### src/rtl/qupls_fpu_rsq_pkg.sv
// Shared QUPLS types used by the FPU reservation station.
package QuplsPkg;

  localparam int unsigned FPU_RSQ_LANES = 8;

  typedef logic [63:0] value_t;
  localparam value_t value_zero = '0;

  typedef logic [4:0] rob_ndx_t;
  typedef logic [8:0] pregno_t;
  typedef logic [5:0] aregno_t;
  typedef logic [3:0] checkpt_ndx_t;

  typedef enum logic [6:0] {
    OP_NOP  = 7'h0B,
    OP_FLT3 = 7'h52
  } opcode_t;

  typedef struct packed {
    logic [40:0] payload;
    opcode_t     opcode;
  } instruction_t;

  localparam logic [31:0] RSTPC = 32'hFFFD_0000;

  typedef struct packed {
    logic [4:0]  bno_t;
    logic [4:0]  bno_f;
    logic [31:0] pc;
  } pc_address_ex_t;

  typedef struct packed {
    logic    vec;
    logic    multicycle;
    logic    cpytgt;
    aregno_t Ra;
    aregno_t Rt;
    value_t  imm;
  } decode_bus_t;

  typedef struct packed {
    decode_bus_t    decbus;
    instruction_t   op;
    pc_address_ex_t pc;
    pregno_t        nRt;
    checkpt_ndx_t   cndx;
  } rob_entry_t;

  // Copy-target bits live beside the entry so LANES can be overridden per instance.
  typedef struct packed {
    rob_ndx_t   id;
    rob_entry_t rob;
    value_t     argA;
    value_t     argB;
    value_t     argC;
    value_t     argT;
    value_t     argM;
  } fpu_rsq_entry_t;

endpackage

### src/rtl/qupls_fpu_rsq_cptgt.sv
// Per-lane copy-target extraction from the mask operand at dispatch.
module qupls_fpu_rsq_cptgt
  import QuplsPkg::*;
#(
  parameter int unsigned LANES = FPU_RSQ_LANES
)(
  input  logic             vec,
  input  logic             cpytgt,
  input  logic [2:0]       ra,
  input  value_t           argm,
  output logic [LANES-1:0] cptgt
);

  logic [LANES-1:0] lane_mask;

  always_comb begin
    lane_mask = LANES'(argm >> (32'(ra) * LANES));
    cptgt     = {LANES{cpytgt}};
    if (vec)
      cptgt = cptgt | ~lane_mask;
  end

endmodule

### src/rtl/qupls_fpu_rsq.sv
// FPU reservation queue: in-order FIFO of dispatched ops issued when the FPU is idle.
// Define QUPLS_FPU_RSQ_BYPASS_EN to issue straight from dispatch into an empty queue.
module qupls_fpu_rsq
  import QuplsPkg::*;
#(
  parameter int unsigned DEPTH = 4,
  parameter int unsigned LANES = FPU_RSQ_LANES
)(
  input  logic                    clk,
  input  logic                    rst,
  input  logic                    in_valid,
  output logic                    in_ready,
  input  rob_ndx_t                in_id,
  input  rob_entry_t              in_rob,
  input  value_t                  in_argA,
  input  value_t                  in_argB,
  input  value_t                  in_argC,
  input  value_t                  in_argT,
  input  value_t                  in_argM,
  input  logic                    in_ctagA,
  input  logic                    in_ctagB,
  input  logic                    fu_idle,
  input  logic                    flush,
  output logic                    out_valid,
  output rob_ndx_t                id,
  output value_t                  argA,
  output value_t                  argB,
  output value_t                  argC,
  output value_t                  argT,
  output value_t                  argM,
  output value_t                  argI,
  output pregno_t                 Rt,
  output aregno_t                 aRt,
  output logic                    aRtz,
  output instruction_t            instr,
  output pc_address_ex_t          pc,
  output checkpt_ndx_t            cp,
  output logic [LANES-1:0]        cptgt,
  output logic                    sc_done,
  output logic [$clog2(DEPTH):0]  count
);

  localparam int unsigned AW = $clog2(DEPTH);
  localparam logic [AW:0] FULL = (AW+1)'(DEPTH);

  fpu_rsq_entry_t   mem [DEPTH];
  logic [LANES-1:0] mem_cptgt [DEPTH];
  fpu_rsq_entry_t   din, src;
  logic [LANES-1:0] din_cptgt, src_cptgt;
  logic [AW-1:0]    head, tail;
  logic             accept, bypass, issue_q, enq, issue, src_sc_done;
  logic             unused_bits;

  qupls_fpu_rsq_cptgt #(.LANES(LANES)) u_cptgt (
    .vec    (in_rob.decbus.vec),
    .cpytgt (in_rob.decbus.cpytgt),
    .ra     (in_rob.decbus.Ra[2:0]),
    .argm   (in_argM),
    .cptgt  (din_cptgt)
  );

  always_comb begin
    din      = '0;
    din.id   = in_id;
    din.rob  = in_rob;
    din.argA = in_argA;
    din.argB = in_argB;
    din.argC = in_argC;
    din.argT = in_argT;
    din.argM = in_argM;
  end

  assign in_ready = count < FULL;
  assign accept   = in_valid && in_ready && !flush;
`ifdef QUPLS_FPU_RSQ_BYPASS_EN
  assign bypass   = accept && fu_idle && (count == '0);
`else
  assign bypass   = 1'b0;
`endif
  assign issue_q  = fu_idle && (count != '0) && !flush;
  assign enq      = accept && !bypass;
  assign issue    = issue_q || bypass;

  assign src         = bypass ? din : mem[head];
  assign src_cptgt   = bypass ? din_cptgt : mem_cptgt[head];
  assign src_sc_done = !src.rob.decbus.multicycle || (&src_cptgt);

  assign unused_bits = ^{in_ctagA, in_ctagB, src.rob.decbus.vec,
                         src.rob.decbus.cpytgt, src.rob.decbus.Ra};

  always_ff @(posedge clk) begin
    if (rst) begin
      head      <= '0;
      tail      <= '0;
      count     <= '0;
      for (int unsigned i = 0; i < DEPTH; i++) begin
        mem[i]       <= '0;
        mem_cptgt[i] <= '0;
      end
      out_valid <= 1'b0;
      sc_done   <= 1'b0;
      id        <= '0;
      argA      <= value_zero;
      argB      <= value_zero;
      argC      <= value_zero;
      argT      <= value_zero;
      argM      <= value_zero;
      argI      <= value_zero;
      Rt        <= '0;
      aRt       <= '0;
      aRtz      <= 1'b1;
      instr     <= '{payload: '0, opcode: OP_NOP};
      pc        <= '{bno_t: 5'd1, bno_f: 5'd1, pc: RSTPC};
      cp        <= '0;
      cptgt     <= '0;
    end else if (flush) begin
      head      <= '0;
      tail      <= '0;
      count     <= '0;
      for (int unsigned i = 0; i < DEPTH; i++) begin
        mem[i]       <= '0;
        mem_cptgt[i] <= '0;
      end
      out_valid <= 1'b0;
      sc_done   <= 1'b0;
    end else begin
      if (enq) begin
        mem[tail]       <= din;
        mem_cptgt[tail] <= din_cptgt;
        tail            <= tail + 1'b1;
      end
      if (issue_q)
        head <= head + 1'b1;
      if (enq && !issue_q)
        count <= count + 1'b1;
      else if (!enq && issue_q)
        count <= count - 1'b1;
      out_valid <= issue;
      sc_done   <= issue && src_sc_done;
      if (issue) begin
        id    <= src.id;
        argA  <= src.argA;
        argB  <= src.argB;
        argC  <= src.argC;
        argT  <= src.argT;
        argM  <= src.argM;
        argI  <= src.rob.decbus.imm;
        Rt    <= src.rob.nRt;
        aRt   <= src.rob.decbus.Rt;
        aRtz  <= (src.rob.decbus.Rt == '0);
        instr <= src.rob.op;
        pc    <= src.rob.pc;
        cp    <= src.rob.cndx;
        cptgt <= src_cptgt;
      end
    end
  end

endmodule
### config.mk
export PLATFORM = sky130hd
export DESIGN_NAME = qupls_fpu_rsq
export DESIGN_NICKNAME = d
export VERILOG_FILES = /design/src/rtl/qupls_fpu_rsq_pkg.sv /design/src/rtl/qupls_fpu_rsq_cptgt.sv /design/src/rtl/qupls_fpu_rsq.sv
export SDC_FILE = /design/constraint.sdc
export NUM_CORES = 2
export LEC_CHECK = 0
export BUFFER_PORTS_ARGS = -buffer_cell sky130_fd_sc_hd__buf_2
export CAP_MARGIN = 0
export CORE_UTILIZATION = 54
export CTS_CLUSTER_SIZE = 20
export DETAILED_ROUTE_END_ITERATION = 8
export GPL_TIMING_DRIVEN = 1
export PLACE_DENSITY = 0.74
export SLEW_MARGIN = 20
export SYNTH_ARGS = -nofsm -noshare
export SYNTH_HDL_FRONTEND = slang
export SYNTH_SLANG_ARGS = --single-unit
### constraint.sdc
create_clock -name clk -period 25.2 [get_ports clk]
set_input_delay 1.26 -clock clk [delete_from_list [all_inputs] [get_ports clk]]
set_output_delay 1.26 -clock clk [all_outputs]
set_load 0.05 [all_outputs]
Yosys cells after proc, flatten, opt, wreduce, memory -nomap -nowiden:

Memory sizes are Yosys's and may differ from the RTL's. A register that Yosys moved wholly into a read port is not among the register bits.
Index checks and enable logic that the tools add are counted.
W data, S select, Z words.

* memories kept: 2
* bits of input ports: 514
* output and inout bits: 513
* bits in writable memories: 2060
* register bits after elaboration: 516
* word-level logic and storage cells: 91

Memory list
* mem: depth 4, width 507, read ports 1, clocked after memory_dff 1, wr ports 4, line qupls_fpu_rsq.sv:46 `fpu_rsq_entry_t mem [DEPTH];`
* mem_cptgt: depth 4, width 8, read ports 1, clocked after memory_dff 1, wr ports 4, line qupls_fpu_rsq.sv:47 `logic [LANES-1:0] mem_cptgt [DEPTH];`

* shift operators: 1
* bitwise gates (word level): 11
* add/subtract/negate cells: 4
* reduce and logical (&&, ||, !) cells: 20
* muxes and demuxes: 30
* $lt $le $gt $ge: 1

Operators by type and width (number)
* $mux W507: 5
* $reduce_or A507 Y1: 1
* $shr A64 B6 Y8: 1
* $mux W8: 6
* $mux W2: 6
* $mux W1: 11
* $not A8 Y8: 1
* $or A1 B1 Y1: 8
* $or A8 B8 Y8: 1
* $reduce_and A8 Y1: 1
* $reduce_or A8 Y1: 1
* $logic_and A1 B1 Y1: 7
* $logic_not A6 Y1: 1
* $mux W3: 2
* $add A2 B1 Y2 const B: 2
* $logic_not A1 Y1: 4
* $add A3 B1 Y3 const B: 1
* $lt A3 B3 Y1 const B: 1
* $reduce_bool A3 Y1: 1
* $sub A3 B1 Y3 const B: 1
* $reduce_and A2 Y1: 1
* $reduce_bool A2 Y1: 1
* $reduce_or A2 Y1: 1
* $logic_or A1 B1 Y1: 1
* $not A1 Y1: 1

Longest topological paths before layout:

* depth in word-level cells: 9
* depth in mapped cells: 11
* gate-level depth less buffers: 9

Modules after synthesis:

Synthesis repeated with hierarchy kept, for this count alone.

* cells, all modules: 7441
* area, all modules: 105981.6 µm²

By module, submodules not included
* qupls_fpu_rsq: cells each 7383, instances 1, sequential area each 71268.4 µm², area each 105323.5 µm²
* qupls_fpu_rsq_cptgt: cells each 58, instances 1, sequential area each 0.0 µm², area each 658.1 µm²

Least setup slack after synthesis:

OpenSTA, ideal clock, no wires.

* kind: input to register
* start point: in in_valid
* end point: mem mem[0][0] in the netlist's numbering, enable pin
* stages: 7
* setup time: 3.660 ns
* data arrival time: 10.368 ns
* path slack: 11.172 ns
* required time: 21.540 ns
* path buffers: 3
* path through: nor3b_4 > nor2b_1 > buf_2 > buf_4 > buf_6 > nand2_2 > nand2_1

RTL lines
* start: declaration: line qupls_fpu_rsq.sv:11 `input logic in_valid,`
* end: declaration: line qupls_fpu_rsq.sv:46

==> impl_metrics.py <==
metrics = {
    "grt": {
        "track_usage_pct": 28.5,
        "grt_overflow_total": 0,
        "grt_pass1_vias": 65300,
        "grt_pass1_wl_mm": 423,
        "antenna_found_initial": 158,
        "grt_max_degree": 357,
    },
    "clock_tree": {
        "hold_buffers": 0,
        "clk_pin_slew_ns": 0.06,
        "cts-root-buf": "clkbuf_16",
        "clockBufferDepth": 4,
        "post_cts_buffers": 0,
        "htreeDepth": 5,
        "clk_latency_ns": 0.93,
        "tritoncts": "done",
        "cts_resized": 0,
        "numCtsBuffers": 276,
        "cts.sink_count": 2546,
    },
    "critical_path": {
        "arrival_ns": 8.03,
        "reg2reg_to": "mem[1][391]$_SDFFCE_PN0P_",
        "crit_chain": "buf_8, buf_4, nor2_1, nand2_4, buf_4, buf_4, buf_4, buf_4",
        "critPathCapture": "mem[1][391]$_SDFFCE_PN0P_",
        "cp_slowest_cell": "buf_4",
        "critPathMaxStageDelay_ns": 0.96,
        "cp_data_required_time_ns": 25.72,
        "reg2reg_from": "count[2]$_SDFFE_PP0P_",
        "end_kind": "flip-flop",
        "r2r_setup_slack_ns": 19.03,
        "crit_type": "input pin to flip-flop",
        "path_max_fanout": 89,
        "r2r_cells": 8,
        "cp-startpoint": "rst",
        "cp-start-kind": "input pin",
        "worst_path_most_repeated_cell": "buf_4",
    },
    "placement": {
        "io_buffers": 1021,
        "hpwl_mm": 161,
        "dp_cells": 10400,
        "gp_congestion": 0.837,
    },
    "power_and_ir_drop": {
        "peakVddDrop_mv": 0.0971,
        "p_per_area_nw_per_um2": 75.7,
        "p_leak_nw": 52.6,
        "power_mw": 9.17,
    },
    "sta": {
        "timing.final.max_slew_violations": 0,
        "setup_tns_ns": 0,
        "fin_crit_ns": 7.51,
        "hold_viol": 0,
        "fin_crit_sh_pct": 29.8,
        "tightest_slew_ns": 1.29,
        "setup_viol": 0,
        "skew_ns": 0.0666,
        "rsz0062_at_grt": "no",
        "whs_ns": 0.449,
        "fmax_mhz": 133,
        "slew_headroom_pct": 14.0,
    },
    "floorplan": {
        "pin_count": 1027,
        "coreArea_um2": 195000,
        "fp.dieArea_um2": 198000,
        "dieWidth_um": 445,
        "rows": 162,
        "die_y_um": 445,
        "start_util_pct": 54.4,
    },
    "finish": {
        "synthToLayoutAreaGrowth_pct": 14.3,
        "fin_cells": 11000,
        "fill_cells": 14300,
        "drive_gt1_share_pct": 24.7,
        "final_nets": 8599,
    },
    "synth": {
        "ys_top_cells_by_area": "edfxtp_1, and3_1, mux4_2, dfxtp_1, nand2_1",
        "syn-cell-area_um2": 106000,
        "synthCells": 7419,
        "yosys.area.top_type": "edfxtp_1",
        "ys_seq_area_share_pct": 67.3,
        "yosysTopAreaCellShare_pct": 57.5,
        "ys_seq_elements": 2546,
        "synthesis.nets": 7939,
        "avgSynthCellArea_um2": 14.3,
        "yosys_warnings": 0,
        "ys_types": 34,
    },
    "routing": {
        "drc": 0,
        "firstDrtPassIters": 6,
        "finalWirelength_mm": 290,
        "num_vias": 67500,
        "vias_per_cell": 6.12,
        "route.detailed.wl_per_inst_um": 26.3,
        "antenna_left": 0,
        "drtIter0Drc": 7220,
    },
    "flow_run": {
        "cap_viol_max_count": 0,
    },
    "worst_hold_path": {
        "min_path_type": "flip-flop to flip-flop",
    },
    "status": {
        "status": "completed",
    },
}
-- power breakdown --
| group | internal (mW) | switching (mW) | total [mW] |
|---|---|---|---|
| clock | 2.32 | 1.61 | 3.93 |
| sequential | 4.70 | 0.0473 | 4.75 |
| combinational | 0.153 | 0.334 | 0.487 |
| total | 7.17 | 1.99 | 9.17 |
-- state kept, by name, summed over array words and instances (netlist names), named ones only --
signal / count
mem: 1996
argI: 64
argT: 64
argM: 64
Rt: 9
id: 5
argC: 64
cptgt: 8
out_valid: 1
head: 2
pc: 42
sc_done: 1
cp: 4
argA: 64
mem_cptgt: 32
tail: 2
aRtz: 1
aRt: 6
instr: 48
argB: 64
count: 3
-- worst max-delay path: cells and delay by family --
| family | cells | cell delay, ns |
|---|---|---|
| buffers and inverters | 6 | 4.87 |
| and+or+nand+nor | 2 | 1.29 |
-- per-layer routing --
metal  share of wire [%]  GRT usage, %  vias up
met5                0.17             0        -
met1                  36          35.9    33700
met2                  48          44.4     3400
met3                 8.8          6.13      791
li1                    -             -    29500
met4                 6.9          19.7       76
-- Yosys cell counts --
master and instances:
mux2i_1 9, nor2b_1 1, inv_2 1, buf_2 294, a221o_1 1, nor3b_4 1, and2_1 1, a21oi_1 496
nand4_1 2, nand2_1 1016, nor2_1 42, xnor2_1 3, mux4_2 523, nor3_2 1, buf_6 3, nand3b_1 20
inv_1 4, edfxtp_1 2028, nor3b_2 1, ha_1 5, dfxtp_1 518, and3_1 1996, o21ai_0 2, clkbuf_1 340
or3_1 1, nor4bb_1 1, xor2_1 2, fa_1 1, buf_4 60, nand2_2 4, nor3_1 1, nor4_1 1
buf_1 39, or2_2 1
-- stage by stage --
stage,setup WS [ns],instance area (um2),utilization (%)
4_1_cts,17.65,121000,61.9
3_3_place_gp,16.59,112000,57.5
2_1_floorplan,11.17,106000,-
3_5_place_dp,16.68,112000,57.5
5_1_grt,17.42,121000,62.1
6_report,17.69,121000,62.1
-- logic make-up (layout without fill, tap and decap cells) --
| group | Yosys count | after routing | share of synthesized area, % |
|---|---|---|---|
| other cells | 0 | 115 | 0 |
| fa+ha+maj | 6 | 6 | 0.0780 |
| mux | 532 | 532 | 11.2 |
| simple gates | 3090 | 3090 | 15.8 |
| xor+xnor | 5 | 5 | 0.0414 |
| flops | 2546 | 2546 | 67.3 |
| compound gates | 499 | 499 | 2.36 |
| buf+inv | 741 | 1603 | 3.21 |
-- placed cells by master (no fill, tap or decap), types with 5 or more instances in the layout --
cell type,instances
inv_6,6
nand3b_1,20
clkinv_1,16
clkbuf_8,45
buf_4,76
clkbuf_1,79
dfxtp_1,516
a21oi_1,496
diode_2,115
mux2i_1,9
nand2_1,1012
clkinv_2,27
buf_12,15
nor2_1,42
bufinv_16,12
mux4_2,523
edfxtp_1,2028
clkbuf_16,283
buf_2,1020
and3_1,1996
clkinvlp_4,5
-- cell type report --
cell class	count	area [um2]	area share (%)
antenna	115	288	0.238
clock buffer	407	8000	6.61
clock inverter	73	724	0.599
inverter	5	26.3	0.0217
multi-input combinational	4132	31300	25.9
sequential	2546	71300	58.9
tap	2624	3280	2.71
timing repair buffer	1118	6090	5.04
-- worst min-delay path by stage --
stage | endpoint | cells after the start | start
floorplan | flip-flop | 2 | head[1]$_SDFFE_PP0P_
global placement | argC[51]$_SDFFE_PP0P_ | 2 | argC[51]$_SDFFE_PP0P_
detailed placement | argC[51]$_SDFFE_PP0P_ | 2 | argC[51]$_SDFFE_PP0P_
CTS | argM[36]$_SDFFE_PP0P_ | 2 | argM[36]$_SDFFE_PP0P_
global route | argA[13]$_SDFFE_PP0P_ | 2 | argA[13]$_SDFFE_PP0P_
finish | argI[6]$_SDFFE_PP0P_ | 2 | argI[6]$_SDFFE_PP0P_
No activity file was read; power rests on OpenSTA's default activity.
